===== src/rtl/elevator_pkg.sv =====
// Shared types and constants for the elevator car controller.
// Optional door auto-close is enabled with ELEVATOR_DOOR_TIMEOUT_EN (see elevator_car_ctrl).
package elevator_pkg;

  typedef enum logic [1:0] {
    ST_IDLE = 2'd0,
    ST_OPEN = 2'd1,
    ST_MOVE = 2'd2
  } state_e;

  localparam logic DIR_UP   = 1'b1;
  localparam logic DIR_DOWN = 1'b0;

  // Width needed to hold 0..floors-1, never less than one bit.
  function automatic int pos_width(input int floors);
    return (floors > 1) ? $clog2(floors) : 1;
  endfunction

endpackage


===== src/rtl/elevator_step_prescaler.sv =====
// Step prescaler: wraps 0..STEP_DIV-1 and flags the last count as one floor of travel.
// Held at 0 while clr is high so each move starts with a full step period.
module elevator_step_prescaler
  import elevator_pkg::*;
#(
  parameter int STEP_DIV = 4
) (
  input  logic clk_1hz,
  input  logic rst,
  input  logic clr,
  output logic step_tick
);

  localparam int            CW   = pos_width(STEP_DIV);
  localparam logic [CW-1:0] LAST = CW'(STEP_DIV - 1);

  logic [CW-1:0] count_q, count_d;

  always_comb begin
    count_d = count_q;
    if (clr || (count_q == LAST)) count_d = '0;
    else                          count_d = count_q + 1'b1;
  end

  always_ff @(posedge clk_1hz) begin
    if (rst) count_q <= '0;
    else     count_q <= count_d;
  end

  assign step_tick = !clr && (count_q == LAST);

endmodule


===== src/rtl/elevator_car_ctrl.sv =====
// Elevator car controller: IDLE/OPEN/MOVE sequencing with saturating floor position.
// Define ELEVATOR_DOOR_TIMEOUT_EN to close the door automatically after DOOR_HOLD cycles.
module elevator_car_ctrl
  import elevator_pkg::*;
#(
  parameter  int FLOORS    = 4,
  parameter  int STEP_DIV  = 4,
  parameter  int DOOR_HOLD = 2,
  localparam int POS_W     = pos_width(FLOORS)
) (
  input  logic             clk_1hz,
  input  logic             rst,
  input  logic             stop,
  input  logic             run,
  input  logic             head,
  input  logic             door_close,
  output logic [POS_W-1:0] position,
  output logic             door,
  output logic             moving,
  output logic             dir,
  output logic             at_top,
  output logic             at_bottom,
  output logic             limit_err
);

  localparam logic [POS_W-1:0] TOP = POS_W'(FLOORS - 1);

  state_e           state_q, state_d;
  logic [POS_W-1:0] pos_q, pos_d;
  logic             dir_q, dir_d;
  logic             door_q, moving_q, at_top_q, at_bottom_q;
  logic             lerr_q, lerr_d;
  logic             presc_clr, step_tick, hold_done;

  assign presc_clr = (state_q != ST_MOVE);

  elevator_step_prescaler #(.STEP_DIV(STEP_DIV)) u_presc (
    .clk_1hz  (clk_1hz),
    .rst      (rst),
    .clr      (presc_clr),
    .step_tick(step_tick)
  );

`ifdef ELEVATOR_DOOR_TIMEOUT_EN
  localparam int            HW        = pos_width(DOOR_HOLD);
  localparam logic [HW-1:0] HOLD_LAST = HW'(DOOR_HOLD - 1);

  logic [HW-1:0] hold_q, hold_d;

  // Counter is zero outside OPEN, so entering OPEN always starts a fresh hold.
  always_comb begin
    hold_d = '0;
    if ((state_q == ST_OPEN) && !stop) hold_d = hold_q + 1'b1;
  end

  always_ff @(posedge clk_1hz) begin
    if (rst) hold_q <= '0;
    else     hold_q <= hold_d;
  end

  assign hold_done = (state_q == ST_OPEN) && (hold_q == HOLD_LAST);
`else
  assign hold_done = 1'b0;
`endif

  always_comb begin
    state_d = state_q;
    pos_d   = pos_q;
    dir_d   = dir_q;
    lerr_d  = 1'b0;
    case (state_q)
      ST_IDLE: begin
        if (stop) begin
          state_d = ST_OPEN;
        end else if (run && door_close) begin
          if (((head == DIR_UP) && at_top_q) || ((head == DIR_DOWN) && at_bottom_q)) begin
            lerr_d = 1'b1;
          end else begin
            state_d = ST_MOVE;
            dir_d   = head;
          end
        end
      end
      ST_MOVE: begin
        if (step_tick) begin
          if (dir_q == DIR_UP) begin
            if (pos_q != TOP) pos_d = pos_q + 1'b1;
          end else begin
            if (pos_q != '0) pos_d = pos_q - 1'b1;
          end
          if (stop) begin
            state_d = ST_OPEN;
          end else if (((dir_q == DIR_UP) && (pos_d == TOP)) ||
                       ((dir_q == DIR_DOWN) && (pos_d == '0)) || !run) begin
            state_d = ST_IDLE;
          end
        end
      end
      ST_OPEN: begin
        if (!stop && (door_close || hold_done)) state_d = ST_IDLE;
      end
      default: state_d = ST_IDLE;
    endcase
  end

  always_ff @(posedge clk_1hz) begin
    if (rst) begin
      state_q     <= ST_IDLE;
      pos_q       <= '0;
      dir_q       <= 1'b0;
      door_q      <= 1'b0;
      moving_q    <= 1'b0;
      at_top_q    <= 1'b0;
      at_bottom_q <= 1'b1;
      lerr_q      <= 1'b0;
    end else begin
      state_q     <= state_d;
      pos_q       <= pos_d;
      dir_q       <= dir_d;
      door_q      <= (state_d == ST_OPEN);
      moving_q    <= (state_d == ST_MOVE);
      at_top_q    <= (pos_d == TOP);
      at_bottom_q <= (pos_d == '0);
      lerr_q      <= lerr_d;
    end
  end

  assign position  = pos_q;
  assign door      = door_q;
  assign moving    = moving_q;
  assign dir       = dir_q;
  assign at_top    = at_top_q;
  assign at_bottom = at_bottom_q;
  assign limit_err = lerr_q;

endmodule


===== config.mk =====
export PLATFORM = sky130hd
export DESIGN_NAME = elevator_car_ctrl
export DESIGN_NICKNAME = d
export VERILOG_FILES = /design/src/rtl/elevator_pkg.sv /design/src/rtl/elevator_step_prescaler.sv /design/src/rtl/elevator_car_ctrl.sv
export SDC_FILE = /design/constraint.sdc
export NUM_CORES = 1
export LEC_CHECK = 0
export BUFFER_PORTS_ARGS = -buffer_cell sky130_fd_sc_hd__buf_2
export CAP_MARGIN = 20
export CORE_AREA = 4 4 41 43
export CTS_CLUSTER_SIZE = 24
export DETAILED_ROUTE_END_ITERATION = 8
export DIE_AREA = 0 0 45 47
export PLACE_DENSITY_LB_ADDON = 0.08
export SLEW_MARGIN = 0
export SYNTH_ARGS = -nofsm -noshare
export SYNTH_HDL_FRONTEND = slang
export SYNTH_SLANG_ARGS = --single-unit

===== constraint.sdc =====
create_clock -name clk_1hz -period 1.7 [get_ports clk_1hz]
set_clock_uncertainty 0.2 [all_clocks]
set_input_delay 0.085 -clock clk_1hz [delete_from_list [all_inputs] [get_ports clk_1hz]]
set_output_delay 0.085 -clock clk_1hz [all_outputs]
set_load 0.01 [all_outputs]

==> reports/qor.yml <==
routing:
  avgViaCountPerCell: 5.112
  drc: 0
  routed-via-count: 455
  routedWlPerCell_um: 12.51
  drt_iter0_markers: 10
  drtPass1Iterations: 4
  routed_wirelength_um: 1113
  route.antenna.remaining_nets: 0
final_layout:
  final_common_cell: "buf_2"
  drive_above_1_share_pct: 27.03
  num_antenna_cells: 0
  final_cell_mix: "13 x buf_2, 12 x dfxtp_1, 4 x dlygate4sd3_1"
  fin_nets: 82
  fillers: 129
  synthToLayoutAreaGrowth_pct: 28.64
  multi_input_area_um2: 270.3
  seqCellArea_um2: 240.2
logic_synthesis:
  synth_largest_area_cell: "dfxtp_1"
  synth-warning-count: 0
  synth-seq-cells: 12
  syn_inst: 54
  synth_top_cell_area_share_pct: 45.07
  synth_area_per_cell_um2: 9.871
  ys_async_sr_fraction_pct: 0
  synth-seq-area-share_pct: 45.07
  syn_area_um2: 533.0
  synth.area.top_cells: "dfxtp_1 45%, mux2i_1 3.8%, nor2b_1 3.5%"
  ys_types: 31
  synthFlopType: "dfxtp_1"
  syn-num-nets: 61
  synth-edff-count: 0
hold_path:
  min_path_type: "input pin to register"
  whs_endpoint: "moving$_SDFF_PP0_"
  whs_path_depth: 4
  min_from: "run"
sta:
  layout_worst_path_cycle_share_pct: 85.33
  finalHoldViolCount: 0
  fmaxAchievable_mhz: 689.4
  slew_viol_final: 0
  tns_ns: 0
  relSlewSlack_pct: 79.92
  rsz0062_at_grt: "no"
  setup_violations: 0
  fin_crit_ns: 1.451
  tightestPinTransition_ns: 0.3008
power:
  p_leak_nw: 0.2952
  pwr-share-comb_pct: 7.9
  clockPowerShare_pct: 41.2
  power_w: 0.0005761
  ir_drop_v: 0.0005591
  seqPwrFrac_pct: 50.9
  cellPowerDensity_nw_per_um2: 840.3
  sw_frac_of_total_pct: 23.34
  p_int_w: 0.0004417
  p_switching_w: 0.0001345
die:
  die-width_um: 45
  rows: 13
  start_util_pct: 40.96
  design.die.area_um2: 2115
  ios: 14
  chipHeight_um: 47
  core_um2: 1301
worst_setup_path:
  end_kind: "register"
  cp-start-kind: "input pin"
  worst_r2r_path_depth: 4
  rr_startpoint: "u_presc.count_q[0]$_SDFF_PP0_"
  critical_path.top_delay_family: "buffers and inverters"
  cpMaxStageDelayCell: "dlygate4sd3_1"
  arrival_ns: 1.43
  cp_slowest_stage_delay_ns: 0.53
  critPathBufInv: 2
  crit_start: "stop"
  reg2reg_slack_ns: 0.27
  path_class: "input pin to register"
  path_cells: "dlygate4sd3_1, buf_2, nor2b_1, a41oi_1, a2111oi_2"
  reg2reg_to: "at_bottom$_SDFF_PP1_"
  crit_required_ns: 1.67
  critPathMaxFanout: 4
place:
  gp_congestion: 0.7230
  io_buffers: 13
  dp_hpwl_um: 760.8
global_routing:
  antenna_found_initial: 0
  grt_usage_pct: 13.11
  grt_max_degree: 13
  gr-total-overflow: 0
  grt_pass1_vias: 426
  grt_pass1_wl_um: 1925
clock_tree:
  clock_latency_ns: 0.29
  cts-root-buf: "clkbuf_4"
  clkSlewWorstSetupHoldPaths_ns: 0.09
  cts_buffers: 3
  ctsResizeCount: 0
  hold_buffers: 4
  cts.path.max_buffers: 2
  cts_max_level: 1
  tritoncts: "built"
  postCtsSetupRepairBufs: 0
  cts_sinks: 12
status:
  status: "finished, final reports clean"
job:
  maxCapViolCount: 0
-- how the worst max path moves through the flow --
stage,end,cells past startpoint,slack (ns)
global route,dir$_SDFFE_PP0P_,5,0.13
global placement,at_bottom$_SDFF_PP1_,4,0.29
floorplan,at_bottom$_SDFF_PP1_,4,0.39
CTS,dir$_SDFFE_PP0P_,5,0.23
detailed placement,at_bottom$_SDFF_PP1_,4,0.28
finish,dir$_SDFFE_PP0P_,5,0.25
-- worst reg2reg max path: stages (launching register included) --
cell and delay, ns:
dfxtp_1 0.34, ha_1 0.27, nand3b_1 0.17, mux2i_1 0.17, a21o_1 0.19
-- registers in the layout (all words and copies together), names as in the netlist --
| signal | cells |
|---|---|
| at_bottom | 1 |
| at_top | 1 |
| dir | 1 |
| door | 1 |
| limit_err | 1 |
| moving | 1 |
| position | 2 |
| state_q | 2 |
| u_presc.count_q | 2 |
-- metal layers --
metal / up-vias / global-route usage, % / wire length [um] / share of wire, %
met4: 0 / 7.018 / 23 / 2.1
met1: 198 / 16.63 / 577 / 52
met5: - / 0 / 0 / 0
li1: 243 / - / - / -
met2: 10 / 18.36 / 448 / 40
met3: 4 / 6.130 / 64 / 5.8
-- stage by stage --
step	hold slack (ns)	util, %	cell area (um^2)	setup WS, ns	instances
2_1_floorplan	-0.04614	-	533.0	0.3892	54
3_3_place_gp	0.2145	46.83	609.3	0.2895	81
3_5_place_dp	0.2139	46.83	609.3	0.2829	81
4_1_cts	0.08361	52.69	685.7	0.2343	89
5_1_grt	0.1349	52.69	685.7	0.1274	89
6_report	0.07628	52.69	685.7	0.2494	89
-- power groups by stage --
stage,registers (W),logic (W),clock network [W]
3_5_place_dp,0.000300,0.0000387,0
3_3_place_gp,0.000300,0.0000392,0
6_report,0.000294,0.0000454,0.000237
5_1_grt,0.000295,0.0000517,0.000257
4_1_cts,0.000293,0.0000457,0.000243
2_1_floorplan,0.000300,0.0000238,0
-- kinds of logic after synthesis --
logic type	Yosys count	synth area share [%]
multiplexers	2	3.756
adder cells (fa/ha/maj)	1	2.347
XOR/XNOR	1	1.643
AND/OR/NAND/NOR	20	24.42
buffers and inverters	4	4.225
AO/OA/AOI/OAI	14	18.54
flip-flops	12	45.07
-- synth_stat cells, types with 2 or more instances --
cell type	number
o21ai_1	2
a221oi_1	2
a21oi_1	3
inv_1	2
nor2_1	2
nand3b_1	2
nor2b_1	3
dfxtp_1	12
mux2i_1	2
a31oi_1	2
nand2_1	2
-- final cells by class --
type,instances,share of cell area [%]
clock buffers,4,5.292
inverters,2,1.095
multi-input cells,38,39.42
flip-flops and latches,12,35.04
well taps,15,2.737
repair buffers,18,16.42
No activity file was read; power rests on OpenSTA's default activity.
